===== src/rtl/carbon_arch_pkg.sv =====
// Shared CarbonZ80 architecture definitions: tier codes, mode-op encoding,
// trap causes, mode-stack frame layout and the mode-request legality check.
package carbon_arch_pkg;

  localparam logic [7:0] CARBON_Z80_DERIVED_TIER_P0_I8080 = 8'd0;
  localparam logic [7:0] CARBON_Z80_DERIVED_TIER_P1_I8085 = 8'd1;
  localparam logic [7:0] CARBON_Z80_DERIVED_TIER_P2_Z80   = 8'd2;

  localparam int CARBON_PC_W = 16;

  typedef enum logic [1:0] {
    OP_NONE   = 2'd0,
    OP_MODEUP = 2'd1,
    OP_RETMD  = 2'd2,
    OP_RSVD   = 2'd3
  } mode_op_e;

  localparam logic [31:0] CAUSE_MODEUP_INVALID  = 32'h0000_0012;
  localparam logic [31:0] CAUSE_RETMD_UNDERFLOW = 32'h0000_0013;
  localparam logic [31:0] CAUSE_MODEOP_ILLEGAL  = 32'h0000_0014;

  typedef struct packed {
    logic [7:0]             tier;
    logic [CARBON_PC_W-1:0] pc;
  } mode_frame_t;

  typedef enum logic [1:0] {
    ST_IDLE   = 2'd0,
    ST_DRAIN  = 2'd1,
    ST_COMMIT = 2'd2,
    ST_TRAP   = 2'd3
  } mode_state_e;

  // Returns 0 for a legal request, otherwise the trap cause (all causes are non-zero).
  function automatic logic [31:0] mode_check(input logic [1:0] op, input logic [7:0] tier,
                                             input logic [7:0] cur, input logic [7:0] max_tier,
                                             input logic full, input logic empty);
    logic [31:0] cause;
    cause = 32'h0;
    case (op)
      OP_MODEUP: begin
        if ((tier > max_tier) || (tier <= cur) || full) cause = CAUSE_MODEUP_INVALID;
        else cause = 32'h0;
      end
      OP_RETMD: begin
        if (empty) cause = CAUSE_RETMD_UNDERFLOW;
        else cause = 32'h0;
      end
      default: cause = CAUSE_MODEOP_ILLEGAL;
    endcase
    return cause;
  endfunction

endpackage


===== src/rtl/carbon_mode_stack.sv =====
// LIFO of {return tier, return PC} frames. No legality checks: the caller
// never pushes when full nor pops when empty.
module carbon_mode_stack
  import carbon_arch_pkg::*;
#(
  parameter int DEPTH = 4,
  parameter int PC_W  = 16
) (
  input  logic                         clk,
  input  logic                         rst,
  input  logic                         push,
  input  logic                         pop,
  input  logic [7:0]                   push_tier,
  input  logic [PC_W-1:0]              push_pc,
  output logic [7:0]                   top_tier,
  output logic [PC_W-1:0]              top_pc,
  output logic [$clog2(DEPTH+1)-1:0]   count
);
  localparam int CNT_W = $clog2(DEPTH+1);
  localparam int FR_W  = 8 + PC_W;

  logic [FR_W-1:0]  mem_q [DEPTH];
  logic [FR_W-1:0]  mem_d [DEPTH];
  logic [CNT_W-1:0] cnt_q, cnt_d;
  logic [FR_W-1:0]  top_s;

  // Compare-based selects keep index widths independent of DEPTH.
  always_comb begin
    cnt_d = cnt_q;
    top_s = '0;
    for (int i = 0; i < DEPTH; i++) begin
      mem_d[i] = mem_q[i];
      if (cnt_q == CNT_W'(i + 1)) top_s = mem_q[i];
      if (push && (cnt_q == CNT_W'(i))) mem_d[i] = {push_tier, push_pc};
    end
    if (push) cnt_d = cnt_q + CNT_W'(1);
    else if (pop) cnt_d = cnt_q - CNT_W'(1);
  end

  always_ff @(posedge clk) begin
    if (rst) cnt_q <= '0;
    else cnt_q <= cnt_d;
  end

  always_ff @(posedge clk) begin
    for (int i = 0; i < DEPTH; i++) mem_q[i] <= mem_d[i];
  end

  assign top_tier = top_s[FR_W-1:PC_W];
  assign top_pc   = top_s[PC_W-1:0];
  assign count    = cnt_q;

endmodule


===== src/rtl/carbon_mode_ctrl.sv =====
// CarbonZ80 tier-transition sequencer: validates MODEUP/RETMD, drains the core,
// then commits the new tier and maintains the return-frame stack.
module carbon_mode_ctrl
  import carbon_arch_pkg::*;
#(
  parameter int DEPTH      = 4,
  parameter int MAX_TIER   = 2,
  parameter int RESET_TIER = 0,
  parameter int PC_W       = 16
) (
  input  logic                         clk,
  input  logic                         rst,
  input  logic                         req_valid,
  output logic                         req_ready,
  input  logic [1:0]                   req_op,
  input  logic [7:0]                   req_tier,
  input  logic [PC_W-1:0]              req_ret_pc,
  output logic                         drain_req,
  input  logic                         drain_done,
  output logic                         rsp_valid,
  output logic [PC_W-1:0]              rsp_pc,
  output logic                         trap_valid,
  output logic [31:0]                  trap_cause,
  output logic [7:0]                   cur_tier,
  output logic [$clog2(DEPTH+1)-1:0]   md_sp
);
  localparam int SP_W = $clog2(DEPTH+1);

  mode_state_e     state_q, state_d;
  logic [1:0]      op_q, op_d;
  logic [7:0]      tier_q, tier_d;
  logic [PC_W-1:0] pc_q, pc_d;
  logic [31:0]     cause_q, cause_d;
  logic [7:0]      cur_tier_q, cur_tier_d;
  logic            push_s, pop_s;
  logic [31:0]     chk_s;
  logic [7:0]      top_tier_s;
  logic [PC_W-1:0] top_pc_s;
  logic [SP_W-1:0] sp_s;

  carbon_mode_stack #(.DEPTH(DEPTH), .PC_W(PC_W)) u_stack (
    .clk       (clk),
    .rst       (rst),
    .push      (push_s),
    .pop       (pop_s),
    .push_tier (cur_tier_q),
    .push_pc   (pc_q),
    .top_tier  (top_tier_s),
    .top_pc    (top_pc_s),
    .count     (sp_s)
  );

  always_comb begin
    state_d    = state_q;
    op_d       = op_q;
    tier_d     = tier_q;
    pc_d       = pc_q;
    cause_d    = cause_q;
    cur_tier_d = cur_tier_q;
    push_s     = 1'b0;
    pop_s      = 1'b0;
    chk_s      = mode_check(req_op, req_tier, cur_tier_q, 8'(MAX_TIER),
                            sp_s == SP_W'(DEPTH), sp_s == '0);
    case (state_q)
      ST_IDLE: begin
        if (req_valid) begin
          op_d    = req_op;
          tier_d  = req_tier;
          pc_d    = req_ret_pc;
          cause_d = chk_s;
          state_d = (chk_s == 32'h0) ? ST_DRAIN : ST_TRAP;
        end else begin
          state_d = ST_IDLE;
        end
      end
      ST_DRAIN: begin
        if (drain_done) state_d = ST_COMMIT;
        else state_d = ST_DRAIN;
      end
      ST_COMMIT: begin
        state_d = ST_IDLE;
        if (op_q == OP_MODEUP) begin
          push_s     = 1'b1;
          cur_tier_d = tier_q;
        end else begin
          pop_s      = 1'b1;
          cur_tier_d = top_tier_s;
        end
      end
      ST_TRAP: state_d = ST_IDLE;
      default: state_d = ST_IDLE;
    endcase
  end

  always_ff @(posedge clk) begin
    if (rst) begin
      state_q    <= ST_IDLE;
      op_q       <= 2'd0;
      tier_q     <= 8'd0;
      pc_q       <= '0;
      cause_q    <= 32'h0;
      cur_tier_q <= 8'(RESET_TIER);
    end else begin
      state_q    <= state_d;
      op_q       <= op_d;
      tier_q     <= tier_d;
      pc_q       <= pc_d;
      cause_q    <= cause_d;
      cur_tier_q <= cur_tier_d;
    end
  end

  // All handshake outputs decode straight from the state register.
  assign req_ready  = (state_q == ST_IDLE);
  assign drain_req  = (state_q == ST_DRAIN);
  assign rsp_valid  = (state_q == ST_COMMIT);
  assign trap_valid = (state_q == ST_TRAP);
  assign rsp_pc     = (state_q != ST_COMMIT) ? '0 : ((op_q == OP_MODEUP) ? pc_q : top_pc_s);
  assign trap_cause = (state_q == ST_TRAP) ? cause_q : 32'h0;
  assign cur_tier   = cur_tier_q;
  assign md_sp      = sp_s;

endmodule

===== config.mk =====
export PLATFORM = sky130hd
export DESIGN_NAME = carbon_mode_ctrl
export DESIGN_NICKNAME = d
export VERILOG_FILES = /design/src/rtl/carbon_arch_pkg.sv /design/src/rtl/carbon_mode_stack.sv /design/src/rtl/carbon_mode_ctrl.sv
export SDC_FILE = /design/constraint.sdc
export NUM_CORES = 1
export LEC_CHECK = 0
export CAP_MARGIN = 20
export CORE_UTILIZATION = 50
export CTS_BUF_LIST = sky130_fd_sc_hd__clkbuf_2 sky130_fd_sc_hd__clkbuf_4 sky130_fd_sc_hd__clkbuf_8
export CTS_CLUSTER_SIZE = 40
export DETAILED_ROUTE_END_ITERATION = 8
export PLACE_DENSITY = 0.85
export RECOVER_POWER = 100
export SKIP_CTS_REPAIR_TIMING = 1
export SLEW_MARGIN = 20
export SYNTH_ARGS = -nofsm -noshare
export SYNTH_HDL_FRONTEND = slang
export SYNTH_SLANG_ARGS = --single-unit

===== constraint.sdc =====
create_clock -name clk -period 3 [get_ports clk]
set_input_delay 0.45 -clock clk [delete_from_list [all_inputs] [get_ports clk]]
set_output_delay 0.45 -clock clk [all_outputs]
set_load 0.005 [all_outputs]

After elaboration in Yosys (flattened, before gate mapping)
Memory sizes are Yosys's and may differ from the RTL's.
Cells that the tools add are included.
{ "totals": {"ram_bits": 96, "mem_count": 1, "ff_bits": 71, "output_inout_bits": 63, "elab_cells": 60} }
{ "memory_table": {"columns": ["name", "depth", "word_bits", "read_ports", "rd_ports_with_merged_regs", "write_ports", "line", "rtl"], "rows": [
  ["u_stack.mem_q", 4, 24, 4, 0, 4, "carbon_mode_stack.sv:22", "logic [FR_W-1:0] mem_q [DEPTH];"]
]} }
{ "classes": {"reduce_logical": 12, "addsub": 2, "n_eq_ne": 11, "magnitude_cmp": 2, "mux": 25} }
{ "ops": {"columns": ["operator", "n"], "rows": [
  ["2-to-1 mux 24 bit", 8],
  ["one-hot mux 32 bit (2 select lines)", 1],
  ["zero test 32 bit", 1],
  ["2-to-1 mux 16 bit", 2],
  ["2-to-1 mux 32 bit", 1],
  ["2-to-1 mux 5 bit", 2],
  ["> comparator 8 x 2 -> 1 bit, second input constant", 1],
  ["less-or-equal comparator 8 bit", 1],
  ["2-to-1 mux 8 bit", 1],
  ["== test 2 x 1 -> 1 bit, second input constant", 3],
  ["== test 2 bit, second input constant", 3],
  ["== test 3 x 2 -> 1 bit, second input constant", 2],
  ["2-to-1 mux 2 bit", 3],
  ["2-to-1 mux 3 bit", 2],
  ["one-hot mux 2 bit (3 select lines)", 1],
  ["logical AND 1 bit", 4],
  ["2-to-1 mux 1 bit", 4],
  ["adder 3 x 1 -> 3 bit, second input constant", 1],
  ["== test 3 x 1 -> 1 bit, second input constant", 1],
  ["== test 3 bit, second input constant", 1],
  ["zero test 3 bit", 1],
  ["subtractor 3 x 1 -> 3 bit, second input constant", 1],
  ["zero test 2 bit", 1],
  ["logical OR 1 bit", 2],
  ["4 further kinds", 4]
]} }

Longest topological paths before layout
{ "depth": {"word_depth": 9, "ltp_mapped": 10} }

Cells and area by module
From an unflattened synthesis, not the netlist that was laid out.
{ "unflattened": {"hier_cells": 551, "area_unflattened_um2": 5993.2} }
{ "modules_own_cells": {"columns": ["module", "area_per_inst_um2", "cells_each", "instances"], "rows": [
  ["carbon_mode_stack", 3737.3, 235, 1],
  ["carbon_mode_ctrl", 2255.9, 316, 1]
]} }

Least setup slack after synthesis
No wires, ideal clock.
{ "synth_timing": {"kind": "register -> register", "startpoint": "register state_q[1] (netlist name)", "endpoint": "memory u_stack.mem_q[0][0] in the netlist's numbering, enable pin", "arrival_ns": 2.751, "period_less_slack_ns": 3.191, "path_buffers": 1, "setup_time_ns": 0.440, "path_stages_with_launch": 5, "slack_ns": -0.191, "cell_sequence": "dfxtp_1 nor2b_1 buf_2 nand2_1 nor3b_1"} }
{ "synth_lines": {"columns": ["element", "line"], "rows": [
  ["end, declared", "carbon_mode_stack.sv:22"]
]} }

Worst setup path in the final report
{ "layout_timing": {"startpoint": "register u_stack.cnt_q[0] (netlist: u_stack.count[0])", "endpoint": "output rsp_pc[1]"} }
{ "layout_via": {"elab_chain_len": 7, "elab_cells_between_ends": 10} }
{ "layout_rtl": {"columns": ["element", "line", "rtl"], "rows": [
  ["start, declared", "carbon_mode_stack.sv:24", "logic [CNT_W-1:0] cnt_q, cnt_d;"],
  ["start signal, assigned", "carbon_mode_stack.sv:42", "else cnt_q <= cnt_d;"],
  ["== test 3 x 1 -> 1 bit", "carbon_mode_stack.sv:33", "if (cnt_q == CNT_W'(i + 1)) top_s = mem_q[i];"],
  ["2-to-1 mux 24 bit (3 in a row)", "carbon_mode_stack.sv:33", null],
  ["2-to-1 mux 24 bit *", "carbon_mode_stack.sv:33", null],
  ["2-to-1 mux 16 bit * (2 in a row)", "carbon_mode_ctrl.sv:118", "assign rsp_pc = (state_q != ST_COMMIT) ? '0 : ((op_q == OP_MODEUP) ? pc_q : top_pc_s);"],
  ["end, declared", "carbon_mode_ctrl.sv:21", "output logic [PC_W-1:0] rsp_pc,"]
]} }
Every way passes the cells marked *; elsewhere a longest branch is shown, timed or not.

==> summary.md <==
| Metric | Value |
|---|---|
| GR Overflow Total | 0 |
| Worst-path maximum fanout | 7 |
| Number of H-tree levels | 4 |
| Max Cap Viol | 0 |
| Crit start category | flop |
| Number of synthesized flops with an enable pin | 96 |
| Sw frac | 24.45% |
| Cell Area, Synth | 6035 µm² |
| Combinational share of power | 12.8% |
| Design Area, Final | 7276 µm² |
| Design Power | approximately 4.3 mW |
| Critical R2R Capture | cur_tier[1]$_SDFFE_PP0P_ |
| Worst hold path class | reg -> reg |
| CTS tree | done |
| Vias per inst | 5.576 |
| Hold Path Origin | tier_q[0]$_SDFFE_PP0P_ |
| Synth top area cells | edfxtp_1 48%, dfxtp_1 14%, nand2_1 6.5% |
| Placed Cells | 740 |
| Register bit total from synthesis | 139 |
| Layout Skew | 0.009161 ns |
| Unique masters post-synth | 35 |
| DIE WIDTH | approximately 110 µm |
| Initial DRC count | 382 |
| Detailed-route via count | 4349 |
| Leading area contributor after synthesis | edfxtp_1 |
| Cell count after synthesis | about 550 |
| Die Span Y | 111.9 µm |
| Fin cells | 780 |
| # DRC | 10 |
| Reg-to-Reg Start | u_stack.count[0]$_SDFFE_PP0P_ |
| Root Buffer | clkbuf_8 |
| Minimum clock period | roughly 3.0 ns |
| Number of diodes | 0 |
| Worst Hold End | tier_q[0]$_SDFFE_PP0P_ |
| RSZ-0062 raised after global routing | yes |
| R2R Setup Slk | 0.62 ns |
| CORE AREA | 11610 µm² |
| Yosys warns | 0 |
| Async SR Flop Fraction | 0% |
| Top FF cell, synth | edfxtp_1 |
| Worst-margin pin slew | 1.462 ns |
| Sequential share of power | 51.0% |
| Final GP Congestion | 0.7949 |
| CP Capture Type | output pin |
| Total track usage | a little over a fifth |
| Initial core utilization | 51.96% |
| Top-count cell post-synth | nand2_1 |
| Vias in the first global route | ~4200 |
| Setup TNS | 0 ns |
| Die area | about 13000 µm² |
| Hold depth | 2 |
| CP arrival | approximately 2.5 ns |
| Leakage | 2.720 nW |
| Maximum vdd drop | 0.0002879 V |
| F_max | 334.2 MHz |
| Port Buf Inserts | 64 |
| Worst-skew pair later-pin latency | 0.44 ns |
| WS Path Type | reg -> out |
| Layout cells sized above 1 | 12.56% |
| First-pass GRT wire length | 20640 µm |
| Crit path launch | u_stack.count[0]$_SDFFE_PP0P_ |
| Clock-pin slew on the worst setup and hold paths | 0.07 ns |
| Drt first pass iters | 7 |
| Clock power share | 36.1% |
| Wirelength, routed | ~13000 µm |
| Clk sinks | 139 |
| Slew headroom | 2.545% |
| Pwr dens | 584.9 nW/µm² |
| Final setup fails | 0 |
| Pint | 3.215 mW |
| Post-synth top area share | a little under half |
| Hpwl dp | around 8400 µm |
| Routed Antenna Nets | 0 |
| Tcrit/Tclk final | 99.74% |
| Failing checks | design-rule violations |
| Worst slack, placed | 0.2932 ns |
| I/O pins | 93 |
| Status | finished with violations |
| Area grow syn2layout | 20.57% |
| Final-layout fill cell count | 865 |
| Required @ worst endpoint | 2.55 ns |
| Total CTS buffers | 17 |
| Synth top cells by count | 104 x nand2_1, 96 x edfxtp_1, 76 x a21oi_1 |
| Register area share after synthesis | 62.04% |
| Area post-placement | about 6700 µm² |
| Avg WL per Cell | 17.01 µm |
| Worst reg2reg path depth | 9 |
| PnR worst setup slack | approximately 0.008 ns |
| Fin. max-slew vios | 0 |
| Final Hold Viols | 0 |
| Rows | 39 |
| Pin count of the biggest net entering global routing | 44 |
| CTS Buffer Depth | 2 |
| P_sw | 1.041 mW |
| Initial antenna violation count | 0 |
| Net count, final | 670 |
| Syn avg cell area | 10.99 µm² |
==> worst max-delay path: stages, from the launching register on <==
cell and delay (ns):
dfxtp_4 0.37, inv_1 0.08, ha_2 0.22, nor3b_4 0.20
buf_6 0.14, buf_6 0.12, a22oi_1 0.10, o21ai_1 0.13
nand2_1 0.08, a21oi_2 0.14, clkdlybuf4s50_1 0.51
==> power groups by stage <==
stage          Clock, mW  Combinational (mW)  Sequential, mW
6_report            1.54               0.545            2.17
3_3_place_gp           0               0.484            2.21
2_1_floorplan          0               0.358            2.19
5_1_grt             1.64               0.599            2.18
4_1_cts             1.56               0.509            2.17
3_5_place_dp           0               0.506            2.21
==> worst max-delay path by stage <==
stage,end,slack (ns)
final,rsp_pc[1],0.008
after global routing,rsp_pc[1],-0.1
after CTS,rsp_pc[14],-0.20
after detailed placement,rsp_pc[14],0.29
after global placement,rsp_pc[14],0.43
after floorplan,u_stack.mem_q[0][0]$_DFFE_PP_,-0.19
==> cell usage in the layout, fill, tap and decap left out, types with 3 or more instances in the layout <==
cell,netlist,routed
clkdlybuf4s50_1,0,51
ha_1,16,14
nor2b_1,6,5
clkinvlp_4,0,3
buf_4,31,23
o211ai_1,9,9
dfxtp_1,43,41
edfxtp_1,96,96
clkinv_2,0,4
bufinv_16,0,3
a311oi_1,6,6
a22oi_1,25,25
a21oi_1,76,67
dlymetal6s2s_1,0,13
clkbuf_8,0,19
nand2_1,104,104
nor2_1,15,15
a21oi_2,0,9
buf_6,6,5
o21ai_0,24,19
inv_1,14,13
o21ai_1,21,26
and3_1,7,7
conb_1,1,28
==> logic make-up after synthesis <==
logic type               synth area share (%)
AO/OA/AOI/OAI                           16.03
AND/OR/NAND/NOR                         10.45
flip-flops                              62.04
buffers and inverters                   7.817
adder cells (fa/ha/maj)                 3.317
XOR/XNOR                               0.2903
other                                 0.06214
==> stage by stage <==
stage	util, %	hold slack, ns
after global placement	57.83	0.4442
after CTS	61.40	0.4585
after detailed placement	57.83	0.4464
after floorplan	-	0.4275
final	62.65	0.4558
after global routing	62.65	0.4939
==> flip-flops by register name (all words and copies together) (netlist names) <==
name	cells
op_q	2
u_stack.mem_q	96
cur_tier	8
u_stack.count	3
cause_q	4
pc_q	16
state_q	2
tier_q	8
==> layout make-up <==
type	instances	area [µm²]	area share (%)
Timing Repair Buffer	94	909.6	12.50
Clock inverter	12	145.1	1.995
Multi-Input combinational cell	358	1972	27.10
Clock buffer	20	269.0	3.697
Tap cell	143	178.9	2.459
Sequential cell	139	3749	51.52
Inverter	14	52.55	0.7223
==> per-layer routing <==
metal / vias up / GRT usage (%) / part of all wire [%]
met4: 0 / 10.36 / 1.5
met5: - / 0 / 0
li1: 2055 / - / -
met3: 19 / 5.825 / 9.1
met1: 2046 / 27.35 / 41
met2: 229 / 34.66 / 49
Note: power is estimated with default switching activity, not from simulation.
